File: src/rtl/crack_pkg.sv
// ============================================================================
// Module   : crack_pkg
// Brief    : Shared state encoding and plaintext constants for crack_ctrl.
// Revision : 1.0 - initial release
// ============================================================================
`default_nettype none

package crack_pkg;

  typedef enum logic [2:0] {
    ST_IDLE     = 3'd0,
    ST_START    = 3'd1,
    ST_RUN      = 3'd2,
    ST_RD_LEN   = 3'd3,
    ST_WAIT_LEN = 3'd4,
    ST_SCAN     = 3'd5,
    ST_NEXT     = 3'd6,
    ST_DONE     = 3'd7
  } state_e;

  localparam logic [7:0] ASCII_LO = 8'h20;
  localparam logic [7:0] ASCII_HI = 8'h7E;
  localparam logic [7:0] LEN_ADDR = 8'd0;

  function automatic logic is_printable(input logic [7:0] b);
    return (b >= ASCII_LO) && (b <= ASCII_HI);
  endfunction

endpackage

`default_nettype wire

File: src/rtl/crack_ctrl_if.sv
// ============================================================================
// Module   : crack_ctrl_if
// Brief    : Control, arc4-core and plaintext-memory signals of crack_ctrl.
// Revision : 1.0 - initial release
// ============================================================================
`default_nettype none

interface crack_ctrl_if;
  logic        en;
  logic        rdy;
  logic        stop;
  logic        key_valid;
  logic [23:0] key_out;
  logic        a4_en;
  logic        a4_rdy;
  logic [23:0] a4_key;
  logic [7:0]  a4_pt_addr;
  logic [7:0]  a4_pt_wrdata;
  logic        a4_pt_wren;
  logic [7:0]  a4_pt_rddata;
  logic [7:0]  pt_addr;
  logic [7:0]  pt_wrdata;
  logic        pt_wren;
  logic [7:0]  pt_rddata;

  modport master (
    input  en, stop, a4_rdy, a4_pt_addr, a4_pt_wrdata, a4_pt_wren, pt_rddata,
    output rdy, key_valid, key_out, a4_en, a4_key, a4_pt_rddata,
           pt_addr, pt_wrdata, pt_wren
  );

  modport slave (
    output en, stop, a4_rdy, a4_pt_addr, a4_pt_wrdata, a4_pt_wren, pt_rddata,
    input  rdy, key_valid, key_out, a4_en, a4_key, a4_pt_rddata,
           pt_addr, pt_wrdata, pt_wren
  );
endinterface

`default_nettype wire

File: src/rtl/pt_scan.sv
// ============================================================================
// Module   : pt_scan
// Brief    : Reads the length byte, then checks bytes 1..len for printable ASCII.
// Revision : 1.0 - initial release
// ============================================================================
`default_nettype none

module pt_scan
  import crack_pkg::*;
(
  input  logic       clk,
  input  logic       rst_n,
  input  logic       start,
  input  logic       abort,
  output logic       done,
  output logic       pass,
  output logic [7:0] pt_addr,
  input  logic [7:0] pt_rddata
);

  localparam logic [2:0] c_st_idle     = ST_IDLE;
  localparam logic [2:0] c_st_rd_len   = ST_RD_LEN;
  localparam logic [2:0] c_st_wait_len = ST_WAIT_LEN;
  localparam logic [2:0] c_st_scan     = ST_SCAN;

  logic [2:0] r_state;
  logic [7:0] r_len;
  logic [7:0] r_idx;
  logic [7:0] r_chk_idx;
  logic       r_chk_valid;
  logic       w_byte_ok;
  logic       w_last;

  assign w_byte_ok = is_printable(pt_rddata);
  assign w_last    = (r_chk_idx == r_len);

  // r_chk_valid marks that pt_rddata holds the byte addressed one cycle earlier
  always_comb begin
    done    = 1'b0;
    pass    = 1'b0;
    pt_addr = LEN_ADDR;
    case (r_state)
      c_st_wait_len: begin
        if (pt_rddata == 8'd0) begin
          done = 1'b1;
          pass = 1'b1;
        end
      end
      c_st_scan: begin
        pt_addr = r_idx;
        if (r_chk_valid) begin
          if (!w_byte_ok) begin
            done = 1'b1;
          end else if (w_last) begin
            done = 1'b1;
            pass = 1'b1;
          end
        end
      end
      default: ;
    endcase
  end

  always_ff @(posedge clk or negedge rst_n) begin
    if (!rst_n) begin
      r_state     <= c_st_idle;
      r_len       <= 8'd0;
      r_idx       <= 8'd0;
      r_chk_idx   <= 8'd0;
      r_chk_valid <= 1'b0;
    end else if (abort) begin
      r_state     <= c_st_idle;
      r_chk_valid <= 1'b0;
    end else begin
      case (r_state)
        c_st_idle: begin
          if (start) r_state <= c_st_rd_len;
        end
        c_st_rd_len: begin
          r_state <= c_st_wait_len;
        end
        c_st_wait_len: begin
          r_len       <= pt_rddata;
          r_idx       <= 8'd1;
          r_chk_idx   <= 8'd0;
          r_chk_valid <= 1'b0;
          r_state     <= (pt_rddata == 8'd0) ? c_st_idle : c_st_scan;
        end
        c_st_scan: begin
          if (done) begin
            r_state     <= c_st_idle;
            r_chk_valid <= 1'b0;
          end else begin
            r_chk_idx   <= r_idx;
            r_chk_valid <= 1'b1;
            r_idx       <= r_idx + 8'd1;
          end
        end
        default: r_state <= c_st_idle;
      endcase
    end
  end

endmodule

`default_nettype wire

File: src/rtl/crack_ctrl.sv
// ============================================================================
// Module   : crack_ctrl
// Brief    : Key-search scheduler: steps keys, runs arc4, checks the plaintext.
// Revision : 1.0 - initial release
// ============================================================================
`default_nettype none

module crack_ctrl
  import crack_pkg::*;
#(
  parameter logic [23:0] KEY_START = 24'h000000,
  parameter logic [23:0] KEY_STEP  = 24'd1,
  parameter logic [23:0] KEY_LAST  = 24'hFFFFFF
) (
  input  logic              clk,
  input  logic              rst_n,
  crack_ctrl_if.master      bus
);

  localparam logic [2:0] c_st_idle   = ST_IDLE;
  localparam logic [2:0] c_st_start  = ST_START;
  localparam logic [2:0] c_st_run    = ST_RUN;
  localparam logic [2:0] c_st_rd_len = ST_RD_LEN;
  localparam logic [2:0] c_st_next   = ST_NEXT;
  localparam logic [2:0] c_st_done   = ST_DONE;

  logic [2:0]  r_state;
  logic [23:0] r_a4_key;
  logic [23:0] r_key_out;
  logic        r_key_valid;
  logic        r_rdy;
  logic        r_a4_en;
  logic        r_seen_busy;
  logic        r_stop_latched;

  logic [24:0] w_next_key;
  logic        w_exhausted;
  logic        w_run;
  logic        w_scan_start;
  logic        w_scan_abort;
  logic        w_scan_done;
  logic        w_scan_pass;
  logic [7:0]  w_scan_addr;

  assign w_next_key  = {1'b0, r_a4_key} + {1'b0, KEY_STEP};
  assign w_exhausted = (w_next_key > {1'b0, KEY_LAST});
  assign w_run       = (r_state == c_st_run);

  assign w_scan_start = w_run && r_seen_busy && bus.a4_rdy
                        && !r_stop_latched && !bus.stop;
  assign w_scan_abort = (r_state == c_st_rd_len) && bus.stop;

  // Length read and byte scan; the top state stays RD_LEN until it reports done
  pt_scan u_pt_scan (
    .clk       (clk),
    .rst_n     (rst_n),
    .start     (w_scan_start),
    .abort     (w_scan_abort),
    .done      (w_scan_done),
    .pass      (w_scan_pass),
    .pt_addr   (w_scan_addr),
    .pt_rddata (bus.pt_rddata)
  );

  assign bus.pt_addr      = w_run ? bus.a4_pt_addr : w_scan_addr;
  assign bus.pt_wrdata    = w_run ? bus.a4_pt_wrdata : 8'd0;
  assign bus.pt_wren      = w_run & bus.a4_pt_wren;
  assign bus.a4_pt_rddata = bus.pt_rddata;

  assign bus.rdy       = r_rdy;
  assign bus.key_valid = r_key_valid;
  assign bus.key_out   = r_key_out;
  assign bus.a4_en     = r_a4_en;
  assign bus.a4_key    = r_a4_key;

  always_ff @(posedge clk or negedge rst_n) begin
    if (!rst_n) begin
      r_state        <= c_st_idle;
      r_a4_key       <= KEY_START;
      r_key_out      <= 24'd0;
      r_key_valid    <= 1'b0;
      r_rdy          <= 1'b1;
      r_a4_en        <= 1'b0;
      r_seen_busy    <= 1'b0;
      r_stop_latched <= 1'b0;
    end else begin
      r_a4_en <= 1'b0;
      case (r_state)
        c_st_idle, c_st_done: begin
          if (bus.en) begin
            r_a4_key       <= KEY_START;
            r_key_valid    <= 1'b0;
            r_rdy          <= 1'b0;
            r_stop_latched <= 1'b0;
            r_state        <= c_st_start;
          end
        end
        c_st_start: begin
          if (bus.stop) begin
            r_state     <= c_st_done;
            r_rdy       <= 1'b1;
            r_key_out   <= r_a4_key;
            r_key_valid <= 1'b0;
          end else if (bus.a4_rdy) begin
            r_a4_en     <= 1'b1;
            r_seen_busy <= 1'b0;
            r_state     <= c_st_run;
          end
        end
        c_st_run: begin
          // The core always finishes its run; a stop is only honoured afterwards
          if (bus.stop) r_stop_latched <= 1'b1;
          if (!bus.a4_rdy) r_seen_busy <= 1'b1;
          if (r_seen_busy && bus.a4_rdy) begin
            if (r_stop_latched || bus.stop) begin
              r_state     <= c_st_done;
              r_rdy       <= 1'b1;
              r_key_out   <= r_a4_key;
              r_key_valid <= 1'b0;
            end else begin
              r_state <= c_st_rd_len;
            end
          end
        end
        c_st_rd_len: begin
          if (bus.stop) begin
            r_state     <= c_st_done;
            r_rdy       <= 1'b1;
            r_key_out   <= r_a4_key;
            r_key_valid <= 1'b0;
          end else if (w_scan_done) begin
            if (w_scan_pass) begin
              r_state     <= c_st_done;
              r_rdy       <= 1'b1;
              r_key_out   <= r_a4_key;
              r_key_valid <= 1'b1;
            end else begin
              r_state <= c_st_next;
            end
          end
        end
        c_st_next: begin
          if (bus.stop || w_exhausted) begin
            r_state     <= c_st_done;
            r_rdy       <= 1'b1;
            r_key_out   <= r_a4_key;
            r_key_valid <= 1'b0;
          end else begin
            r_a4_key <= w_next_key[23:0];
            r_state  <= c_st_start;
          end
        end
        default: r_state <= c_st_idle;
      endcase
    end
  end

endmodule

`default_nettype wire
File: src/flat_wrapper.sv
// flat-port wrapper written by rule: the top's interface ports become plain ports
module crack_ctrl_flat import crack_pkg::*;
#(
  parameter logic [23:0] KEY_START = 24'h000000,
  parameter logic [23:0] KEY_STEP  = 24'd1,
  parameter logic [23:0] KEY_LAST  = 24'hFFFFFF
)
  (clk, rst_n, bus_en, bus_stop, bus_a4_rdy, bus_a4_pt_addr, bus_a4_pt_wrdata, bus_a4_pt_wren, bus_pt_rddata, bus_rdy, bus_key_valid, bus_key_out, bus_a4_en, bus_a4_key, bus_a4_pt_rddata, bus_pt_addr, bus_pt_wrdata, bus_pt_wren);
  crack_ctrl_if bus_i ();
  input  logic clk;
  input  logic rst_n;
  input wire logic [$bits(bus_i.en)-1:0] bus_en;
  input wire logic [$bits(bus_i.stop)-1:0] bus_stop;
  input wire logic [$bits(bus_i.a4_rdy)-1:0] bus_a4_rdy;
  input wire logic [$bits(bus_i.a4_pt_addr)-1:0] bus_a4_pt_addr;
  input wire logic [$bits(bus_i.a4_pt_wrdata)-1:0] bus_a4_pt_wrdata;
  input wire logic [$bits(bus_i.a4_pt_wren)-1:0] bus_a4_pt_wren;
  input wire logic [$bits(bus_i.pt_rddata)-1:0] bus_pt_rddata;
  output wire logic [$bits(bus_i.rdy)-1:0] bus_rdy;
  output wire logic [$bits(bus_i.key_valid)-1:0] bus_key_valid;
  output wire logic [$bits(bus_i.key_out)-1:0] bus_key_out;
  output wire logic [$bits(bus_i.a4_en)-1:0] bus_a4_en;
  output wire logic [$bits(bus_i.a4_key)-1:0] bus_a4_key;
  output wire logic [$bits(bus_i.a4_pt_rddata)-1:0] bus_a4_pt_rddata;
  output wire logic [$bits(bus_i.pt_addr)-1:0] bus_pt_addr;
  output wire logic [$bits(bus_i.pt_wrdata)-1:0] bus_pt_wrdata;
  output wire logic [$bits(bus_i.pt_wren)-1:0] bus_pt_wren;
  assign bus_i.en = bus_en;
  assign bus_i.stop = bus_stop;
  assign bus_i.a4_rdy = bus_a4_rdy;
  assign bus_i.a4_pt_addr = bus_a4_pt_addr;
  assign bus_i.a4_pt_wrdata = bus_a4_pt_wrdata;
  assign bus_i.a4_pt_wren = bus_a4_pt_wren;
  assign bus_i.pt_rddata = bus_pt_rddata;
  assign bus_rdy = bus_i.rdy;
  assign bus_key_valid = bus_i.key_valid;
  assign bus_key_out = bus_i.key_out;
  assign bus_a4_en = bus_i.a4_en;
  assign bus_a4_key = bus_i.a4_key;
  assign bus_a4_pt_rddata = bus_i.a4_pt_rddata;
  assign bus_pt_addr = bus_i.pt_addr;
  assign bus_pt_wrdata = bus_i.pt_wrdata;
  assign bus_pt_wren = bus_i.pt_wren;
  crack_ctrl #(.KEY_START(KEY_START), .KEY_STEP(KEY_STEP), .KEY_LAST(KEY_LAST)) u_core (.clk(clk), .rst_n(rst_n), .bus(bus_i));
endmodule
File: config.mk
export PLATFORM = sky130hd
export DESIGN_NAME = crack_ctrl_flat
export DESIGN_NICKNAME = d
export VERILOG_FILES = /design/src/rtl/crack_pkg.sv /design/src/rtl/crack_ctrl_if.sv /design/src/rtl/pt_scan.sv /design/src/rtl/crack_ctrl.sv /design/src/flat_wrapper.sv
export SDC_FILE = /design/constraint.sdc
export NUM_CORES = 1
export LEC_CHECK = 0
export ABC_AREA = 1
export BUFFER_PORTS_ARGS = -buffer_cell sky130_fd_sc_hd__buf_2
export CAP_MARGIN = 15
export CORE_UTILIZATION = 24
export CTS_CLUSTER_SIZE = 28
export DETAILED_ROUTE_END_ITERATION = 16
export SYNTH_ARGS = -nofsm -noshare
export SYNTH_HDL_FRONTEND = slang
export SYNTH_SLANG_ARGS = --single-unit
File: constraint.sdc
create_clock -name clk -period 2.1 [get_ports clk]
set_input_delay 0.105 -clock clk [delete_from_list [all_inputs] [get_ports clk]]
set_output_delay 0.105 -clock clk [all_outputs]
set_load 0.01 [all_outputs]
* Word level (Yosys, flattened, before mapping)
Index checks and enable logic that the tools add are counted.
** Storage, ports and cells
- Bits in registers :: 84
- Latch bits :: 0
- RAM bits :: 0
- Bits in read-only memories :: 0
- Input port bits :: 30
- Output and inout port bits :: 76
- Logic and storage cells :: 143
- Memories kept :: 0
** Operators by class
- $add $sub $neg :: 2
- Multipliers :: 0
- Divide/modulo/power cells :: 0
- Magnitude comparators :: 3
- Eq/ne operators :: 25
- Shifts and indexed selects :: 0
- Muxes and demuxes :: 67
- Bitwise logic cells :: 2
- Reductions and logical operators :: 31
** Operators with widths (number)
- 24-bit 2-to-1 mux :: 9
- 24-bit case mux with 4 select lines :: 1
- 24-bit case mux with 2 select lines :: 1
- 8-bit 2-to-1 mux :: 5
- 3-bit 2-to-1 mux :: 12
- 8-bit case mux with 2 select lines :: 2
- 1-bit 2-to-1 mux :: 28
- 24-bit by 1-bit adder with 25-bit output (second input constant) :: 1
- 25-bit by 24-bit > comparator with 1-bit output (second input constant) :: 1
- 2-bit inequality test (second input constant) :: 10
- 3-bit inequality test (second input constant) :: 5
- 3-bit case mux with 5 select lines :: 1
- 3-bit equality test (second input constant) :: 4
- 3-bit case mux with 4 select lines :: 1
- 1-bit case mux with 2 select lines :: 5
- 1-bit case mux with 5 select lines :: 2
- 3-bit by 2-bit equality test with 1-bit output (second input constant) :: 3
- 3-bit AND reduction :: 3
- 8-bit by 1-bit adder with 8-bit output (second input constant) :: 1
- 8-bit equality test :: 1
- 8-bit by 6-bit >= comparator with 1-bit output (second input constant) :: 1
- 8-bit by 7-bit less-or-equal comparator with 1-bit output (second input constant) :: 1
- 8-bit logical NOT :: 1
- 4-bit AND reduction :: 2
- other kinds (16) :: 29

* Depth between registers and ports, before layout
- Depth after elaboration :: 9
- Depth in mapped cells :: 17
- Gate-level depth less buffers :: 17

* Hierarchy
Synthesis repeated with hierarchy kept, for this count alone.
** Second synthesis, totals
- Cell total of the unflattened synthesis :: 749
- Area, all modules :: 5151.2 sq um
** Modules (own cells, without submodules)
- crack_ctrl :: instances 1, cells each 524, area an instance 3538.4 sq um, sequential area each 1402.6 sq um
- pt_scan :: instances 1, cells each 225, area an instance 1612.8 sq um, sequential area each 700.7 sq um

* Worst setup path after synthesis
No wires, ideal clock.
- Kind :: flip-flop to flip-flop
- Start :: reg u_core.r_a4_key[1] (netlist: u_core.bus.a4_key[1])
- End :: reg u_core.r_a4_key[8] (netlist: u_core.bus.a4_key[8])
- Library setup time :: 118 ps
- Data arrival time :: 2148 ps
- Data required time :: 1982 ps
- Slack :: -167 ps
- Stages on the path, launching flop included :: 18
- Path buffers :: 1
- Period minus slack after synthesis :: 2267 ps
- Path through :: dfrtp_1 -> ha_1 -> nand2_1 -> nor2_4 -> nand2_1 -> nor2_2 -> nand2_1 -> nand2_1 -> nand2_1 -> nor2_1 -> nand2_1 -> nor2_1 -> nand3_2 -> nand3_4 -> nand2_4 -> buf_4 -> nand2_1 -> o21ai_2
** Between the ends
- Word-level cells in the longest chain between the ends :: 5
- Elaborated cells between the ends (all ways) :: 7
- Those cells by class :: 1 x add/sub; 1 x order compare; 1 x eq/ne; 2 x mux; 2 x reduce/logical
** RTL lines
- from (decl) :: RTL line crack_ctrl.sv:28 : logic [23:0] r_a4_key;
- from (signal assigned) :: RTL line crack_ctrl.sv:149 : r_a4_key <= w_next_key[23:0];
- 24-bit by 1-bit adder with 25-bit output (*) :: RTL line crack_ctrl.sv:45 : assign w_next_key = {1'b0, r_a4_key} + {1'b0, KEY_STEP};
- 25-bit by 24-bit > comparator with 1-bit output :: RTL line crack_ctrl.sv:46 : assign w_exhausted = (w_next_key > {1'b0, KEY_LAST});
- 1-bit logical OR :: RTL line crack_ctrl.sv:143 : if (bus.stop || w_exhausted) begin
- 2-bit inequality test (no line)
- 3-bit AND reduction (no line)
Mark *: on every way between the ends. The rest lies on a longest branch, timed or not. The select of a mux whose other input is x is not followed.
A chain may end at the register's enable or synchronous reset.

* Worst setup path after layout
- Start :: reg u_core.r_a4_key[1] (netlist: u_core.bus.a4_key[1])
- End :: reg u_core.r_a4_key[5] (netlist: u_core.bus.a4_key[5])
Same word-level chain as after synthesis.

==> impl_results.rst <==
.. list-table::
   :header-rows: 1

   * - Metric
     - Value
   * - Run status
     - finished, violations left
   * - Failing checks
     - negative setup slack
   * - Final RePlAce weighted congestion
     - 0.8651
   * - Share of power burned in registers
     - 0.325
   * - VDD IR-drop max
     - 0.5096 mV
   * - TritonCTS clock tree
     - built
   * - Via count of the first global-routing pass
     - 4,957
   * - Synthesized instance count
     - 732
   * - Clock latency on the worst-skew pair
     - 0.35 ns
   * - Largest buffer count on any clock path
     - 2
   * - Kind of launch point of the worst setup path
     - register
   * - Worst hold slack
     - 0.01073 ns
   * - Num CTS Buffers
     - 9
   * - Final routed wire length divided by cell count
     - 12.83 um
   * - Number of vias per cell
     - 4.393
   * - Final critical-path setup slack
     - -0.2919 ns
   * - Number of primary I/O pins
     - 106
   * - Clock period minus worst slack
     - 2.392 ns
   * - Number of antenna violations at the first check in global routing
     - 0
   * - GR Util All Layers
     - 0.1483
   * - Sequential share of the synthesized area
     - 0.4151
   * - Critical-path cell with the highest stage delay
     - dfrtp_2
   * - Synthesis-to-layout area growth
     - 37.63%
   * - H-Tree Depth
     - 3
   * - Combinational share of power
     - 0.397
   * - Type of the setup path with the least slack
     - register to register
   * - Power density relative to cell area
     - 913.8 nW/um^2
   * - Setup violations, final
     - 52
   * - Final core utilization
     - 0.3403
   * - Flop-to-flop setup slack
     - -0.29 ns
   * - Cell at the root of the clock tree
     - clkbuf_16
   * - Pin count of the biggest net entering global routing
     - 51
   * - Worst Path Max Fanout
     - 17
   * - Total via count in the routed design
     - 5,232
   * - Origin of the worst min-delay path
     - bus_pt_rddata[1]
   * - Final period util
     - 1.139
   * - Average size of a mapped cell
     - 6.923 um^2
   * - Cell area after synthesis
     - 5067 um^2
   * - Residual antenna-violating net count after detailed routing
     - 0
   * - WP data arrival
     - 2.63 ns
   * - Hold Crit Depth
     - 3
   * - Total internal power
     - 3.877 mW
   * - Path depth of the worst reg2reg path
     - 16
   * - Data required, critical path
     - 2.34 ns
   * - Net Count, Synth
     - 765
   * - Commonest cells after routing, fill and taps aside
     - nand2_1, buf_2, buf_4, nor2_1, inv_1
   * - Number of placed cells counting well taps
     - 1,170
   * - Total of max-cap violations
     - 0
   * - Standby leakage power
     - 3.664 nW
   * - Final standard cell count with taps included and fillers excluded
     - 1,191
   * - Total global routing overflow
     - 0
   * - CTS clock-pin slew for the worst setup and hold paths
     - 0.06 ns
   * - Die area
     - 21,700 um^2
   * - Wire length of the first global-routing pass
     - 25,610 um
   * - Final wirelength
     - 15,290 um
   * - DRC violations left
     - 0
   * - Yosys warnings
     - 0
   * - Die X
     - 147.3 um
   * - Vert. Die Dim
     - 147.3 um
   * - Setup clock skew after layout
     - 0.009176 ns
   * - Share of cells above drive strength 1
     - 0.2932
   * - Total net switching power
     - 2.496 mW
   * - Area share of the largest cell type after synthesis
     - 0.4099
   * - Diode count
     - 0
   * - Kind of capture point of the worst setup path
     - register
   * - Switching part of the total
     - 0.3917
   * - R2R Path End
     - u_core.bus.a4_key[5]
   * - Pins Over Slew Limit
     - 0
   * - Synth top area cells
     - dfrtp_1, nand2_1, nor2_1, inv_1, nand4_1
   * - Reg-to-reg startpoint
     - u_core.bus.a4_key[1]
   * - Total half-perimeter wirelength after legalization and detailed placement
     - 11,610 um
   * - Portion of total power attributed to the clock network
     - 0.278
   * - Footprint of the multi-input gates
     - 2552 um^2
   * - DRT Pass-1 Iters
     - 5
   * - Count of unique library cells instantiated by Yosys
     - 32
   * - Worst-case hold path end point
     - u_core.u_pt_scan.r_len[1]
   * - Setup repair after global routing missed its margin
     - yes
   * - Effective utilization at floorplan
     - 0.2473
   * - Number of clock sinks
     - 84
   * - Cell type with the highest occurrence count on the critical path
     - nand2_1
   * - Number of synthesized register bits
     - 84
   * - Cell taking the most area after synthesis
     - dfrtp_1
   * - CP max stage delay
     - 0.42 ns
   * - Count of routing violations after the opening detailed-route iteration
     - 246
   * - Fillcell total
     - 2,189
   * - Floorplan Core Area
     - 20,490 um^2
   * - HP Class
     - input pin to register
   * - Number of nets in the finished design
     - 949
   * - Most frequent standard cell in the layout excluding fill and tap cells
     - nand2_1
   * - FF+latch area
     - 2106 um^2
   * - Final count of hold timing violations
     - 0
   * - Achievable clock frequency
     - 418.1 MHz
   * - Normalized max-slew margin
     - 0.4469
   * - Count of input and output buffers
     - 105
   * - Transition time at the pin with the least slew margin
     - 0.8287 ns
   * - Number of placement rows
     - 52
   * - Critical-path cell list
     - ha_4 > nand2_4 > nor2_4 > buf_4 > nand3_1 > inv_1 > nand4_1 > nand2_1 > nand2_1 > nor2_1 > nand3_2 > nand3_4 > nand2_4 > buf_12 > nand2_1 > o21ai_1
==> sequential cells by signal, summed over array words and instances, names as in the netlist <==
signal                        count
u_core.u_pt_scan.r_chk_idx        8
u_core.r_seen_busy                1
u_core.u_pt_scan.r_state          3
u_core.r_stop_latched             1
u_core.u_pt_scan.r_chk_valid      1
u_core.bus.rdy                    1
u_core.bus.key_valid              1
u_core.u_pt_scan.r_len            8
u_core.bus.key_out               24
u_core.bus.a4_key                24
u_core.bus.a4_en                  1
u_core.r_state                    3
u_core.u_pt_scan.r_idx            8
==> worst max path at each step <==
| stage | start | end | slack [ns] | cells past startpoint |
|---|---|---|---|---|
| after CTS | u_core.bus.a4_key[1] | u_core.bus.a4_key[5] | -0.21 | 17 |
| after detailed placement | u_core.bus.a4_key[1] | u_core.bus.key_out[5] | -0.26 | 14 |
| after global routing | u_core.bus.a4_key[1] | u_core.bus.a4_key[2] | -0.42 | 17 |
| after floorplan | u_core.bus.a4_key[1] | u_core.bus.key_out[10] | -0.04 | 17 |
| final | u_core.bus.a4_key[1] | u_core.bus.a4_key[5] | -0.29 | 16 |
| after global placement | u_core.bus.a4_key[6] | u_core.bus.key_out[9] | -0.25 | 13 |
==> layer usage <==
metal / vias up / GRT usage / wire length, um
met5: - / 0 / 0
met4: 0 / 0.03866 / 211
met3: 18 / 0.02981 / 685
met2: 139 / 0.2415 / 7201
met1: 2390 / 0.1994 / 7187
li1: 2685 / - / -
==> logic make-up (layout without fill, tap and decap cells) <==
group / Yosys count / count (layout) / synth area share
AOI/OAI and AO/OA: 59 / 59 / 0.06741
xor gates and xnor gates: 13 / 13 / 0.02247
adders and majority gates: 3 / 3 / 0.007408
buffers and inverters: 115 / 304 / 0.1020
DFF: 84 / 84 / 0.4151
and+or+nand+nor: 458 / 458 / 0.3857
==> power groups by stage <==
stage | logic (mW) | clock network, mW | registers [mW]
global route | 2.83 | 1.87 | 2.11
CTS | 2.53 | 1.81 | 2.07
global placement | 2.49 | 0 | 2.10
detailed placement | 2.52 | 0 | 2.10
finish | 2.53 | 1.77 | 2.07
floorplan | 1.60 | 0 | 2.09
==> through the flow <==
step	total power [mW]	TNS [ns]	instance area, um^2	setup slack, ns
2_1_floorplan	3.684	-1.356	5131	-0.04421
3_3_place_gp	4.585	-10.21	6555	-0.2524
3_5_place_dp	4.625	-11.16	6555	-0.2599
4_1_cts	6.422	-8.991	6943	-0.2062
5_1_grt	6.814	-20.42	6974	-0.4200
6_report	6.373	-13.50	6974	-0.2919
==> area by class of cell <==
cell class,instances,share of cell area
well taps,270,0.04844
inverters,86,0.04682
clock inverters,6,0.01256
multi-input cells,533,0.3660
flip-flops and latches,84,0.3019
clock buffers,10,0.03427
repair buffers,202,0.1900
==> cell usage after synthesis <==
library cell  count
nor3_2            1
xnor2_1           9
nand3_1          38
a21oi_1          10
nand2_1         270
nor4_1            1
clkinv_1          1
nand2_4           1
dfrtp_1          83
xor2_1            4
nor3_1            8
nor2_4            2
buf_4            12
o21ai_0          22
inv_2             2
buf_6             5
buf_2             2
nand3_4           2
nand2_2           1
nor2_1           89
nand3_2           1
o21ai_1          13
dfstp_2           1
nor2_2            6
o21ai_2           8
o31ai_1           3
nand4_1          38
ha_1              3
clkbuf_1         10
inv_1            83
o22ai_1           1
o2111ai_1         2
==> critical path: cells and delay by family, from the launching register on <==
| kind | cells | cell delay, ns |
|---|---|---|
| and+or+nand+nor | 11 | 1.20 |
| buffers and inverters | 3 | 0.42 |
| DFF | 1 | 0.42 |
| adders and majority gates | 1 | 0.18 |
| AOI/OAI and AO/OA | 1 | 0.06 |
==> what timing repair did <==
item,in CTS,in global routing
gates cloned,0,0
hold buffers,1,0
pin swaps,4,2
hold endpoints to repair,34,0
setup endpoints to repair,52,74
gates resized for setup,10,6
buffers inserted,2,2
No activity file was read; power rests on OpenSTA's default activity.
